<file path="src/rtl/rf_exec_pkg.sv">
// Shared definitions for the register-file execute sequencer: opcodes,
// FSM state encoding and default datapath sizes.
package rf_exec_pkg;

  localparam int DATA_W_DEF = 8;
  localparam int ADDR_W_DEF = 4;

  localparam logic [2:0] OP_ADD = 3'd0;
  localparam logic [2:0] OP_SUB = 3'd1;
  localparam logic [2:0] OP_AND = 3'd2;
  localparam logic [2:0] OP_OR  = 3'd3;
  localparam logic [2:0] OP_XOR = 3'd4;
  localparam logic [2:0] OP_MOV = 3'd5;
  localparam logic [2:0] OP_LDI = 3'd6;
  localparam logic [2:0] OP_CMP = 3'd7;

  typedef enum logic [2:0] {
    ST_IDLE = 3'd0,
    ST_RD_A = 3'd1,
    ST_RD_B = 3'd2,
    ST_EXEC = 3'd3,
    ST_WB   = 3'd4
  } state_t;

endpackage

</file>
<file path="src/rtl/rf_exec_sequencer_alu8.sv">
// Purely combinational ALU: result, carry/borrow and zero for one opcode.
// Whether the flags are kept is decided by the sequencer, not here.
module alu8
  import rf_exec_pkg::*;
#(
  parameter int W = DATA_W_DEF
) (
  input  logic [2:0]   op,
  input  logic [W-1:0] a,
  input  logic [W-1:0] b,
  output logic [W-1:0] r,
  output logic         c,
  output logic         z
);

  logic [W:0] sum;

  always_comb begin
    sum = '0;
    r   = '0;
    c   = 1'b0;
    case (op)
      OP_ADD: begin
        sum = {1'b0, a} + {1'b0, b};
        r   = sum[W-1:0];
        c   = sum[W];
      end
      OP_SUB, OP_CMP: begin
        r = a - b;
        c = (a < b);
      end
      OP_AND:  r = a & b;
      OP_OR:   r = a | b;
      OP_XOR:  r = a ^ b;
      default: r = a;
    endcase
  end

  assign z = (r == '0);

endmodule

</file>
<file path="src/rtl/rf_exec_sequencer.sv">
// Fetch/execute/write-back sequencer that owns the single port of a
// register file: read A, read B, execute, write back, one instruction at a time.
module rf_exec_sequencer
  import rf_exec_pkg::*;
#(
  parameter int DATA_W = DATA_W_DEF,
  parameter int ADDR_W = ADDR_W_DEF
) (
  input  logic              clk,
  input  logic              rst_n,
  // Handshake: an instruction transfers on a rising edge where in_valid and
  // in_ready are both high; in_ready depends only on state, never on in_valid.
  input  logic              in_valid,
  output logic              in_ready,
  input  logic [2:0]        in_op,
  input  logic [ADDR_W-1:0] in_rd,
  input  logic [ADDR_W-1:0] in_rs1,
  input  logic [ADDR_W-1:0] in_rs2,
  input  logic [DATA_W-1:0] in_imm,
  output logic              rf_en,
  output logic [ADDR_W-1:0] rf_addr,
  output logic [DATA_W-1:0] rf_wdata,
  input  logic [DATA_W-1:0] rf_rdata,
  output logic              done,
  output logic [DATA_W-1:0] result,
  output logic              flag_z,
  output logic              flag_c,
  output state_t            dbg_state
);

  state_t              state, state_nxt;
  logic [2:0]          op_q;
  logic [ADDR_W-1:0]   rd_q, rs1_q, rs2_q;
  logic [DATA_W-1:0]   op_a, op_b, result_q;
  logic                flag_z_q, flag_c_q;
  logic [DATA_W-1:0]   alu_r;
  logic                alu_c, alu_z;
  logic                accept;

  assign accept = in_valid && in_ready;

  alu8 #(.W(DATA_W)) u_alu (
    .op (op_q),
    .a  (op_a),
    .b  (op_b),
    .r  (alu_r),
    .c  (alu_c),
    .z  (alu_z)
  );

  always_comb begin
    state_nxt = state;
    in_ready  = 1'b0;
    rf_en     = 1'b0;
    rf_addr   = '0;
    rf_wdata  = '0;
    done      = 1'b0;
    case (state)
      ST_IDLE: begin
        in_ready = 1'b1;
        if (in_valid) state_nxt = (in_op == OP_LDI) ? ST_EXEC : ST_RD_A;
      end
      ST_RD_A: begin
        rf_addr   = rs1_q;
        state_nxt = (op_q == OP_MOV) ? ST_EXEC : ST_RD_B;
      end
      ST_RD_B: begin
        rf_addr   = rs2_q;
        state_nxt = ST_EXEC;
      end
      ST_EXEC: begin
        // CMP has nothing to write, so it retires straight from EXEC
        if (op_q == OP_CMP) begin
          done      = 1'b1;
          state_nxt = ST_IDLE;
        end else begin
          state_nxt = ST_WB;
        end
      end
      ST_WB: begin
        rf_en     = 1'b1;
        rf_addr   = rd_q;
        rf_wdata  = result_q;
        done      = 1'b1;
        state_nxt = ST_IDLE;
      end
      default: state_nxt = ST_IDLE;
    endcase
  end

  always_ff @(posedge clk) begin
    if (!rst_n) begin
      state    <= ST_IDLE;
      op_q     <= OP_ADD;
      rd_q     <= '0;
      rs1_q    <= '0;
      rs2_q    <= '0;
      op_a     <= '0;
      op_b     <= '0;
      result_q <= '0;
      flag_z_q <= 1'b0;
      flag_c_q <= 1'b0;
    end else begin
      state <= state_nxt;
      case (state)
        ST_IDLE: begin
          if (accept) begin
            op_q  <= in_op;
            rd_q  <= in_rd;
            rs1_q <= in_rs1;
            rs2_q <= in_rs2;
            // LDI has no register read, so the immediate goes straight to A
            if (in_op == OP_LDI) op_a <= in_imm;
          end
        end
        ST_RD_A: op_a <= rf_rdata;
        ST_RD_B: op_b <= rf_rdata;
        ST_EXEC: begin
          if (op_q == OP_MOV || op_q == OP_LDI) begin
            result_q <= alu_r;
          end else if (op_q == OP_CMP) begin
            flag_z_q <= alu_z;
            flag_c_q <= alu_c;
          end else begin
            result_q <= alu_r;
            flag_z_q <= alu_z;
            flag_c_q <= alu_c;
          end
        end
        default: ;
      endcase
    end
  end

  assign result    = result_q;
  assign flag_z    = flag_z_q;
  assign flag_c    = flag_c_q;
  assign dbg_state = state;

endmodule

</file>
<file path="config.mk">
export PLATFORM = sky130hd
export DESIGN_NAME = rf_exec_sequencer
export DESIGN_NICKNAME = d
export VERILOG_FILES = /design/src/rtl/rf_exec_pkg.sv /design/src/rtl/rf_exec_sequencer_alu8.sv /design/src/rtl/rf_exec_sequencer.sv
export SDC_FILE = /design/constraint.sdc
export NUM_CORES = 1
export LEC_CHECK = 0
export BUFFER_PORTS_ARGS = -buffer_cell sky130_fd_sc_hd__buf_4
export CAP_MARGIN = 20
export CORE_MARGIN = 2
export CORE_UTILIZATION = 45
export DETAILED_ROUTE_END_ITERATION = 8
export PLACE_DENSITY = 0.76
export SLEW_MARGIN = 25
export SYNTH_ARGS = -nofsm -noshare
export SYNTH_HDL_FRONTEND = slang
export SYNTH_SLANG_ARGS = --single-unit
export TNS_END_PERCENT = 30
</file>
<file path="constraint.sdc">
create_clock -name clk -period 2.9 [get_ports clk]
set_input_delay 0.145 -clock clk [delete_from_list [all_inputs] [get_ports clk]]
set_output_delay 0.145 -clock clk [all_outputs]
set_load 0.02 [all_outputs]
</file>
==> impl_results.md <==
- Num CTS Buffers: 5
- First-pass GRT wire length: 14.1 mm
- Post-Synthesis Cells: 427
- Post-synth EDFFs: 0
- Yosys Warn Count: 0
- Final period util: 0.846
- Clk Latency, worst-skew pair: 0.30 ns
- H-tree Lvls: 2
- Longest Clk Path Bufs: 2
- Internal reg-to-reg setup slack: 0.45 ns
- Dpl cells: 564
- Largest net degree at the start of global routing: 41
- Cell count of the worst reg-to-reg path: 9
- Crit path max fanout: 4
- Die X-Extent: 88.2 µm
- Final Hold Viols: 0
- Minimum clock period: 2.45 ns
- DR vias/cell: 5.50
- PostCTS Resize Cnt: 0
- Pwr dens: 503 nW/µm²
- IO Count: 62
- Gp weighted congestion: 0.973
- Yosys reg bits: 44
- Count leader, synth: nand2_1
- Antenna Nets Post-Route: 0
- Post-route insts no fill: 572
- RR Startpoint: op_a[0]$_SDFFE_PN0P_
- Fmax: 408 MHz
- Setup violators final: 0
- Antenna violations before repair: 0
- Syn-to-layout area delta: 19.5%
- Die Span Y: 88.2 µm
- Critical Path End Type: flop
- Netlist cell types: 61
- Seq/Total Area, Yosys: 0.276
- Worst EP arrival: 2.70 ns
- CTS Hold Bufs: 0
- Outcome: completed
- Worst-path clk slew: 0.10 ns
- Final WS setup: 0.447 ns
- Total power: 1.92 mW
- CP required: 3.15 ns
- Core area: 6830 µm²
- Leakage: 1.67 nW
- Max-cap viol count: 0
- Tightest Pin Transition: 0.671 ns
- Drt total wl: 8.45 mm
- Top cell type by total area after synthesis: dfxtp_1
- Main synth FF type: dfxtp_1
- CTS sink count: 44
- Tot GR Track Use: 0.229
- Area contributors post-synth: dfxtp_1 28%, ha_1 9.4%, nand2_1 7.1%, a21oi_1 6.8%, nor2_1 6.1%
- Setup tns final: 0 ns
- Layout Nets: 535
- Die ar.: 7770 µm²
- Setup CP Type: flop to flop
- Post-synth top cells: 60 x nand2_1, 52 x nor2_1, 44 x dfxtp_1
- Share of layout cells above drive strength 1: 0.183
- Ys async rst share: 0
- Vias in the first global route: 2927
- Root buf cell: clkbuf_8
- Mapped Area: 3190 µm²
- Pre-antenna DRT Iters: 4
- Initial Util: 0.467
- PortBufs: 61
- CTS tree: built
- Hold Crit Class: input port to flop
- Number of placement rows: 30
- FF-to-FF End: flag_z$_SDFFE_PN0P_
- Worst slew margin: 0.552
- Top cell type's share of synthesized area: 0.276
- Hold_sp: rf_rdata[5]
- WHS Endpoint: op_b[5]$_SDFFE_PN0N_
- Iteration-0 DRC count of the detailed router: 205
- Peak supply drop: 0.314 mV
- Vias: 3145
- Routed len/inst: 14.8 µm
- DRC errors left: 0
- Hold Crit Depth: 3
- Mapped Nets: 487
- RSZ-0062 raised after global routing: no
- # diodes: 0
- Max-slew violation count: 0
- Critical Path Source Type: flop
- # Post-CTS Setup Buffers: 0
- HPWL after DPL: 6.59 mm
- Grt ovf: 0
- Pre-CTS setup slack: 0.518 ns
- Final Util: 0.558
- Post-Syn Area per Cell: 7.47 µm²
- Final Skew: 0.0156 ns
-- layer usage --
layer	GRT usage	routed length (µm)	up-vias
met5	0	0	-
met4	0.0895	240	0
met3	0.0415	516	20
met2	0.351	3750	111
met1	0.318	3950	1433
li1	-	-	1581
-- through the flow --
step / hold WS (ns) / area (µm²)
final: 0.0941 / 3810
after global routing: 0.0872 / 3810
after CTS: 0.0840 / 3810
after detailed placement: 0.391 / 3690
after global placement: 0.382 / 3690
after floorplan: 0.281 / 3190
-- flip-flops by register name (all words and copies together), names as in the netlist, 3 cells and up --
signal	count
result	8
op_a	8
op_b	8
dbg_state	3
rs2_q	4
op_q	3
rd_q	4
rs1_q	4
-- worst max path at each step --
stage / cells past startpoint / slack, ns / start / endpoint
finish: 9 / 0.45 / op_a[0]$_SDFFE_PN0P_ / flag_z$_SDFFE_PN0P_
global route: 9 / 0.29 / op_a[0]$_SDFFE_PN0P_ / flag_z$_SDFFE_PN0P_
CTS: 9 / 0.50 / op_a[0]$_SDFFE_PN0P_ / flag_z$_SDFFE_PN0P_
detailed placement: 9 / 0.52 / op_a[2]$_SDFFE_PN0P_ / flag_z$_SDFFE_PN0P_
global placement: 9 / 0.56 / op_a[2]$_SDFFE_PN0P_ / flag_z$_SDFFE_PN0P_
floorplan: 9 / 0.72 / op_a[1]$_SDFFE_PN0P_ / flag_z$_SDFFE_PN0P_
-- logic make-up (layout without fill, tap and decap cells) --
group,after synthesis,after routing,synth area share
DFF,44,44,0.276
muxes,9,9,0.0283
xor gates and xnor gates,7,7,0.0192
adders and majority gates,27,27,0.110
AOI/OAI and AO/OA,119,119,0.252
and+or+nand+nor,166,166,0.240
buffers and inverters,55,104,0.0750
-- area by class of cell --
| class | count | area [µm²] |
|---|---|---|
| Timing Repair Buffer | 69 | 518 |
| Clock inverter | 2 | 38.8 |
| Clock buffer | 6 | 82.6 |
| Inverter | 27 | 101 |
| Sequential cell | 44 | 881 |
| Multi-Input combinational cell | 328 | 2070 |
| Tap cell | 96 | 120 |
| Fill cell | 655 | 3020 |
-- where the power goes --
part	total, mW	internal [mW]	switching (mW)
combinational	0.698	0.294	0.405
sequential	0.718	0.654	0.0642
clock	0.500	0.282	0.218
-- critical path: stages, from the launching register on --
cell      delay (ns)
dfxtp_1         0.39
inv_1           0.08
ha_1            0.26
fa_1            0.43
o21bai_1        0.22
a211oi_1        0.15
a221oi_1        0.37
a221oi_2        0.13
nor3_1          0.22
a31o_1          0.16
-- cells in the final DEF (no fill, tap or decap), types with 2 or more instances in the layout --
master and instances:
o2111ai_1 2, ha_1 24, dfxtp_1 44, buf_4 69
a211oi_1 11, fa_1 2, or3_1 2, nand3_1 4
a21o_1 5, xnor2_1 2, nor2b_1 9, o22ai_1 2
nand3b_1 2, nor2_1 52, clkbuf_8 6, and2_1 4
a22oi_1 4, inv_1 26, o21ai_1 2, o221ai_2 2
a21oi_1 43, o21bai_1 2, o2bb2ai_1 2, a31oi_1 4
nor3_1 11, and3_1 10, nand2_1 60, o211ai_1 2
xor2_1 5, o21ai_0 19, mux2i_1 9, nand2b_1 4
a221oi_1 3
Power figures use the tool's default switching activity.
